$ cat src/rtl/alu_operand_pkg.sv
// Purpose: shared types and constants for the ALU operand-select stage.
// Latency: n/a (declarations only).
// Backpressure: n/a.
// Contents: operand_entry_t (one buffered operand set), buffer depth, x0 index.
package alu_operand_pkg;

    // Width of the buffered operand fields; the stage's Data_Width defaults to this.
    localparam int DATA_W    = 32;
    localparam int BUF_DEPTH = 2;
    // Register x0 is hardwired to zero and must never take a forwarded value.
    localparam int ZERO_REG  = 0;

    typedef struct packed {
        logic [DATA_W-1:0] op1;
        logic [DATA_W-1:0] op2;
        logic [DATA_W-1:0] store_data;
    } operand_entry_t;

endpackage

$ cat src/rtl/operand_fwd_sel.sv
// Purpose: priority-select one source register value from the forwarding sources.
// Latency: combinational.
// Backpressure: none; pure datapath.
// Ports: addr/rf_data = register being read and its register-file value;
//        fwd_valid/fwd_addr/fwd_data = packed sources, index 0 in LSBs;
//        data = resolved value, hit = value came from a forwarding source.
module operand_fwd_sel
    import alu_operand_pkg::*;
#(
    parameter int Data_Width = DATA_W,
    parameter int Addr_Width = 5,
    parameter int Num_Fwd    = 2
) (
    input  logic [Addr_Width-1:0]         addr,
    input  logic [Data_Width-1:0]         rf_data,
    input  logic [Num_Fwd-1:0]            fwd_valid,
    input  logic [Num_Fwd*Addr_Width-1:0] fwd_addr,
    input  logic [Num_Fwd*Data_Width-1:0] fwd_data,
    output logic [Data_Width-1:0]         data,
    output logic                          hit
);

    always_comb begin
        data = rf_data;
        hit  = 1'b0;
        // Walk from the oldest source down so the youngest (index 0) match wins.
        for (int i = Num_Fwd - 1; i >= 0; i--) begin
            if (fwd_valid[i] &&
                (fwd_addr[i*Addr_Width +: Addr_Width] == addr) &&
                (addr != Addr_Width'(ZERO_REG))) begin
                data = fwd_data[i*Data_Width +: Data_Width];
                hit  = 1'b1;
            end
        end
    end

endmodule

$ cat src/rtl/alu_operand_stage.sv
// Purpose: resolve hazards by forwarding, select ALU operands, buffer them in a 2-entry FIFO.
// Latency: 1 cycle; a set accepted at edge N is presented in cycle N+1.
// Backpressure: in_ready = buffer not full, from registered state only (no out_ready path).
// Ports: in_valid/in_ready + rs*/pc/imm/ALUSrc* = upstream operand set;
//        fwd_* = forwarding sources; out_valid/out_ready + ALUOp1/ALUOp2/store_data = to ALU;
//        fwd_count = saturating count of register reads satisfied by forwarding.
module alu_operand_stage
    import alu_operand_pkg::*;
#(
    parameter int Data_Width = DATA_W,
    parameter int Addr_Width = 5,
    parameter int Num_Fwd    = 2,
    parameter int Cnt_Width  = 16    // must be >= 2 so one accept's increment fits
) (
    input  logic                          clk,
    input  logic                          rst,
    input  logic                          in_valid,
    output logic                          in_ready,
    input  logic [Addr_Width-1:0]         rs1_addr,
    input  logic [Addr_Width-1:0]         rs2_addr,
    input  logic [Data_Width-1:0]         rs1_data,
    input  logic [Data_Width-1:0]         rs2_data,
    input  logic [Data_Width-1:0]         pc,
    input  logic [Data_Width-1:0]         imm,
    input  logic                          ALUSrcA,
    input  logic                          ALUSrc,
    input  logic [Num_Fwd-1:0]            fwd_valid,
    input  logic [Num_Fwd*Addr_Width-1:0] fwd_addr,
    input  logic [Num_Fwd*Data_Width-1:0] fwd_data,
    output logic                          out_valid,
    input  logic                          out_ready,
    output logic [Data_Width-1:0]         ALUOp1,
    output logic [Data_Width-1:0]         ALUOp2,
    output logic [Data_Width-1:0]         store_data,
    output logic [Cnt_Width-1:0]          fwd_count
);

    logic [Data_Width-1:0] rs1_fwd, rs2_fwd;
    logic                  rs1_hit, rs2_hit;

    operand_fwd_sel #(
        .Data_Width(Data_Width), .Addr_Width(Addr_Width), .Num_Fwd(Num_Fwd)
    ) u_rs1_sel (
        .addr(rs1_addr), .rf_data(rs1_data),
        .fwd_valid(fwd_valid), .fwd_addr(fwd_addr), .fwd_data(fwd_data),
        .data(rs1_fwd), .hit(rs1_hit)
    );

    operand_fwd_sel #(
        .Data_Width(Data_Width), .Addr_Width(Addr_Width), .Num_Fwd(Num_Fwd)
    ) u_rs2_sel (
        .addr(rs2_addr), .rf_data(rs2_data),
        .fwd_valid(fwd_valid), .fwd_addr(fwd_addr), .fwd_data(fwd_data),
        .data(rs2_fwd), .hit(rs2_hit)
    );

    // Operands are resolved now and frozen; buffered entries are never re-forwarded.
    operand_entry_t new_entry;
    always_comb begin
        new_entry            = '0;
        new_entry.op1        = ALUSrcA ? pc  : rs1_fwd;
        new_entry.op2        = ALUSrc  ? imm : rs2_fwd;
        new_entry.store_data = rs2_fwd;
    end

    // Two-entry FIFO: 1-bit head/tail pointers suffice for BUF_DEPTH == 2.
    operand_entry_t entry_q [BUF_DEPTH];
    logic           head_q, tail_q;
    logic [1:0]     count_q;
    logic           push, pop;

    assign in_ready  = (count_q != 2'(BUF_DEPTH));
    assign out_valid = (count_q != 2'd0);
    assign push      = in_valid && in_ready;
    assign pop       = out_valid && out_ready;

    always_ff @(posedge clk or posedge rst) begin
        if (rst) begin
            for (int i = 0; i < BUF_DEPTH; i++) begin
                entry_q[i] <= '0;
            end
            head_q  <= 1'b0;
            tail_q  <= 1'b0;
            count_q <= 2'd0;
        end else begin
            if (push) begin
                entry_q[tail_q] <= new_entry;
                tail_q          <= ~tail_q;
            end
            if (pop) begin
                head_q <= ~head_q;
            end
            case ({push, pop})
                2'b10:   count_q <= count_q + 2'd1;
                2'b01:   count_q <= count_q - 2'd1;
                default: count_q <= count_q;
            endcase
        end
    end

    assign ALUOp1     = entry_q[head_q].op1;
    assign ALUOp2     = entry_q[head_q].op2;
    assign store_data = entry_q[head_q].store_data;

    // rs2 counts as a forwarded read even when the immediate replaces it on ALUOp2.
    logic [1:0]           fwd_add;
    logic [Cnt_Width:0]   cnt_sum;
    logic [Cnt_Width-1:0] fwd_count_q;

    assign fwd_add = {1'b0, rs1_hit} + {1'b0, rs2_hit};
    assign cnt_sum = {1'b0, fwd_count_q} + {{(Cnt_Width-1){1'b0}}, fwd_add};

    always_ff @(posedge clk or posedge rst) begin
        if (rst) begin
            fwd_count_q <= '0;
        end else if (push) begin
            // Carry out of the sum means the counter would wrap: pin it at all-ones.
            fwd_count_q <= cnt_sum[Cnt_Width] ? '1 : cnt_sum[Cnt_Width-1:0];
        end
    end

    assign fwd_count = fwd_count_q;

endmodule

$ cat config.mk
export PLATFORM = sky130hd
export DESIGN_NAME = alu_operand_stage
export DESIGN_NICKNAME = d
export VERILOG_FILES = /design/src/rtl/alu_operand_pkg.sv /design/src/rtl/operand_fwd_sel.sv /design/src/rtl/alu_operand_stage.sv
export SDC_FILE = /design/constraint.sdc
export NUM_CORES = 1
export LEC_CHECK = 0
export CAP_MARGIN = 20
export CORE_UTILIZATION = 40
export DETAILED_ROUTE_END_ITERATION = 10
export GPL_TIMING_DRIVEN = 0
export PLACE_DENSITY = 0.75
export REMOVE_ABC_BUFFERS = 1
export SLEW_MARGIN = 20
export SYNTH_ARGS = -nofsm -noshare
export SYNTH_HDL_FRONTEND = slang
export SYNTH_SLANG_ARGS = --single-unit
$ cat constraint.sdc
create_clock -name clk -period 6 [get_ports clk]
set_input_delay 0.6 -clock clk [delete_from_list [all_inputs] [get_ports clk]]
set_output_delay 0.6 -clock clk [all_outputs]
set_load 0.005 [all_outputs]
==> results.sh <==
export IMPL_cts_resized=0
export IMPL_num_rows=62
export IMPL_r2r_cells=7
export IMPL_skew_ps=11.5
export IMPL_cp_common_cell="xnor2_1"
export IMPL_min_period_over_period_pct=75.0
export IMPL_grt_usage_pct=29.1
export IMPL_io_pins=334
export IMPL_grt_overflow_total=0
export IMPL_synth_edff_count=0
export IMPL_cts_sinks=212
export IMPL_die_w_um=174
export IMPL_cpMaxStageDelayCell="clkdlybuf4s50_1"
export IMPL_clkTransAtPathRegs_ps=60
export IMPL_die_area_um2=30400
export IMPL_postRouteWirelength_mm=45.0
export IMPL_cp_required_ps=6390
export IMPL_layout_area_overhead_vs_synth_pct=41.9
export IMPL_clockBufferDepth=3
export IMPL_cts_buffers_inserted=25
export IMPL_routed_via_density=6.22
export IMPL_p_leak_nw=6.93
export IMPL_fmax_mhz=222
export IMPL_grt_max_degree=102
export IMPL_post_cts_buffers=0
export IMPL_htree_levels=1
export IMPL_totalPowerFinal_mw=7.68
export IMPL_cts_tree="built"
export IMPL_synth_flop_cell="dfrtp_1"
export IMPL_place_area_um2=16000
export IMPL_avgSynthCellArea_um2=9.99
export IMPL_hp_class="input port to async pin"
export IMPL_synth_seq_cells=212
export IMPL_clkLatencyLatePin_ps=520
export IMPL_wl_per_cell_um=24.0
export IMPL_drc=0
export IMPL_status="finished clean"
export IMPL_syn_cell_area_um2=11900
export IMPL_rrSetupSlack_ps=3280
export IMPL_ys_types=39
export IMPL_grt_pass1_wl_mm=68.7
export IMPL_cap_violations=0
export IMPL_post_dp_hpwl_mm=31.7
export IMPL_path_cells="clkdlybuf4s50_1, xnor2_1, nand4_1, buf_6, or2_2, o21a_1, fa_1, nand3b_1, or4_1, nor4_1, xnor2_1, nand2_1"
export IMPL_ir_drop_v=0.000322
export IMPL_fp_dieH_um=174
export IMPL_port_buffers=333
export IMPL_finalSetupViolCount=0
export IMPL_fin_util_pct=58.2
export IMPL_ys_seq_area_share_pct=44.7
export IMPL_design_area_um2=16800
export IMPL_path_delay_family="simple AND/OR/NAND/NOR gates"
export IMPL_start_kind="input port"
export IMPL_tightest_slew_ps=1070
export IMPL_ant_nets=0
export IMPL_drive_gt1_share_pct=17.6
export IMPL_slew_violations=0
export IMPL_hold_viol_final=0
export IMPL_ctsHoldBuffers=0
export IMPL_core_area_um2=28900
export IMPL_dr_total_vias=11700
export IMPL_firstDrtPassIters=6
export IMPL_slowest_delay_ps=690
export IMPL_crit_path_end_kind="flop"
export IMPL_r2r_end="entry_q[105]"
export IMPL_async_flop_share_pct=100
export IMPL_place_congestion=0.900
export IMPL_first_global_vias=11900
export IMPL_fin_crit_ps=4500
export IMPL_relSlewSlack_pct=28.8
export IMPL_nets=1695
export IMPL_antenna_found_initial=4
export IMPL_path_max_fanout=15
export IMPL_rsz0062_at_grt="no"
export IMPL_r2r_start="count_q[1]"
export IMPL_crit_type="input port to flop"
export IMPL_yosys_warnings=0
export IMPL_cp_buffers_inverters=2
export IMPL_tns_ps=0
export IMPL_clockRootBuffer="clkbuf_16"
export IMPL_cellPowerDensity_nw_per_um2=457
export IMPL_start_util_pct=41.0
export IMPL_crit_arrival_ps=4890
export IMPL_drt_iter0_drc=1011
export IMPL_synthCells=1187
## metrics by stage
stage,hold WS (ps),setup WS (ps),cells
after floorplan,447,-394,1078
after global placement,463,-6770,1795
after detailed placement,469,1090,1829
after CTS,445,1620,1873
after global routing,454,1310,1875
final,445,1500,1875
## flip-flops by register name (all words and copies together) (netlist names)
register / flops
fwd_count: 16
entry_q: 192
head_q: 1
tail_q: 1
count_q: 2
## report_power, final
part,total [mW],leakage [nW],switching [mW],internal [mW]
clock,1.56,0.413,0.628,0.931
sequential,2.45,2.61,0.364,2.09
combinational,3.68,3.90,1.52,2.15
## per-layer routing
layer / up-vias / global-route usage (%) / part of all wire (%) / wire length (µm)
li1: 5021 / - / - / -
met1: 5683 / 36.8 / 39 / 17500
met2: 773 / 47.0 / 47 / 21000
met3: 177 / 6.10 / 9.5 / 4260
met4: 2 / 14.5 / 5.0 / 2250
met5: - / 0 / 0.038 / 17
## area by class of cell
type | count | area, µm²
antenna | 2 | 5.00
clock buffer | 31 | 678
clock inverter | 13 | 153
fill | 2407 | 12100
inverter | 11 | 48.8
multi-input combinational | 855 | 6170
sequential | 212 | 5310
tap | 384 | 480
timing repair buffer | 367 | 3990
## Yosys cell counts (11+ instances only)
library cell,count,share of area (%)
nand2_1,55,1.7
clkbuf_1,98,3.1
a221o_1,64,5.4
nor2_1,105,3.3
o21ai_0,31,1.3
mux2_2,162,15
a31oi_1,35,1.8
xor2_1,11,0.81
a21oi_1,65,2.7
o31ai_1,64,4.0
a221oi_1,32,2.4
inv_1,11,0.35
and3_1,66,3.5
and2_1,34,1.8
xnor2_1,23,1.7
nor3_1,37,1.6
nand3_1,39,1.6
dfrtp_1,212,45
## worst max-delay path by stage
stage                     start       endpoint  slack [ps]  cells past startpoint
floorplan                   rst     count_q[0]        -390                      1
global placement       in_valid   entry_q[163]       -6770                      5
detailed placement  rs2_addr[0]   fwd_count[8]        1090                     14
CTS                 rs2_addr[0]  fwd_count[11]        1620                     12
global route        rs2_addr[0]   fwd_count[8]        1310                     14
finish              rs2_addr[0]  fwd_count[11]        1500                     12
## logic make-up after synthesis
kind of cell	share of synthesized area, %
AO/OA/AOI/OAI	18.4
XOR/XNOR	2.51
adder cells (fa/ha/maj)	0.380
buffers and inverters	3.94
flip-flops	44.7
multiplexers	15.4
AND/OR/NAND/NOR	14.7
## worst reg2reg max path, delay by kind of cell, from the launching register on
family	cells	cell delay, ps
mux	1	340
simple gates	2	910
buf+inv	4	940
flops	1	400
## cells in the final DEF, fill, tap and decap left out, types with 5 or more instances in the layout
cell	count
a221o_1	64
and2_1	33
xor2_1	11
nor3_1	35
clkbuf_16	25
a221oi_1	32
inv_1	10
o21ai_0	31
buf_6	5
clkdlybuf4s50_1	330
a21oi_1	65
a31oi_1	35
and3_1	65
dfrtp_1	211
xnor2_1	23
nor2_1	102
buf_4	8
o31ai_1	64
clkinv_2	7
nand3_1	39
nand2_1	53
mux2_2	162
buf_16	18
No activity file was read; power rests on OpenSTA's default activity.
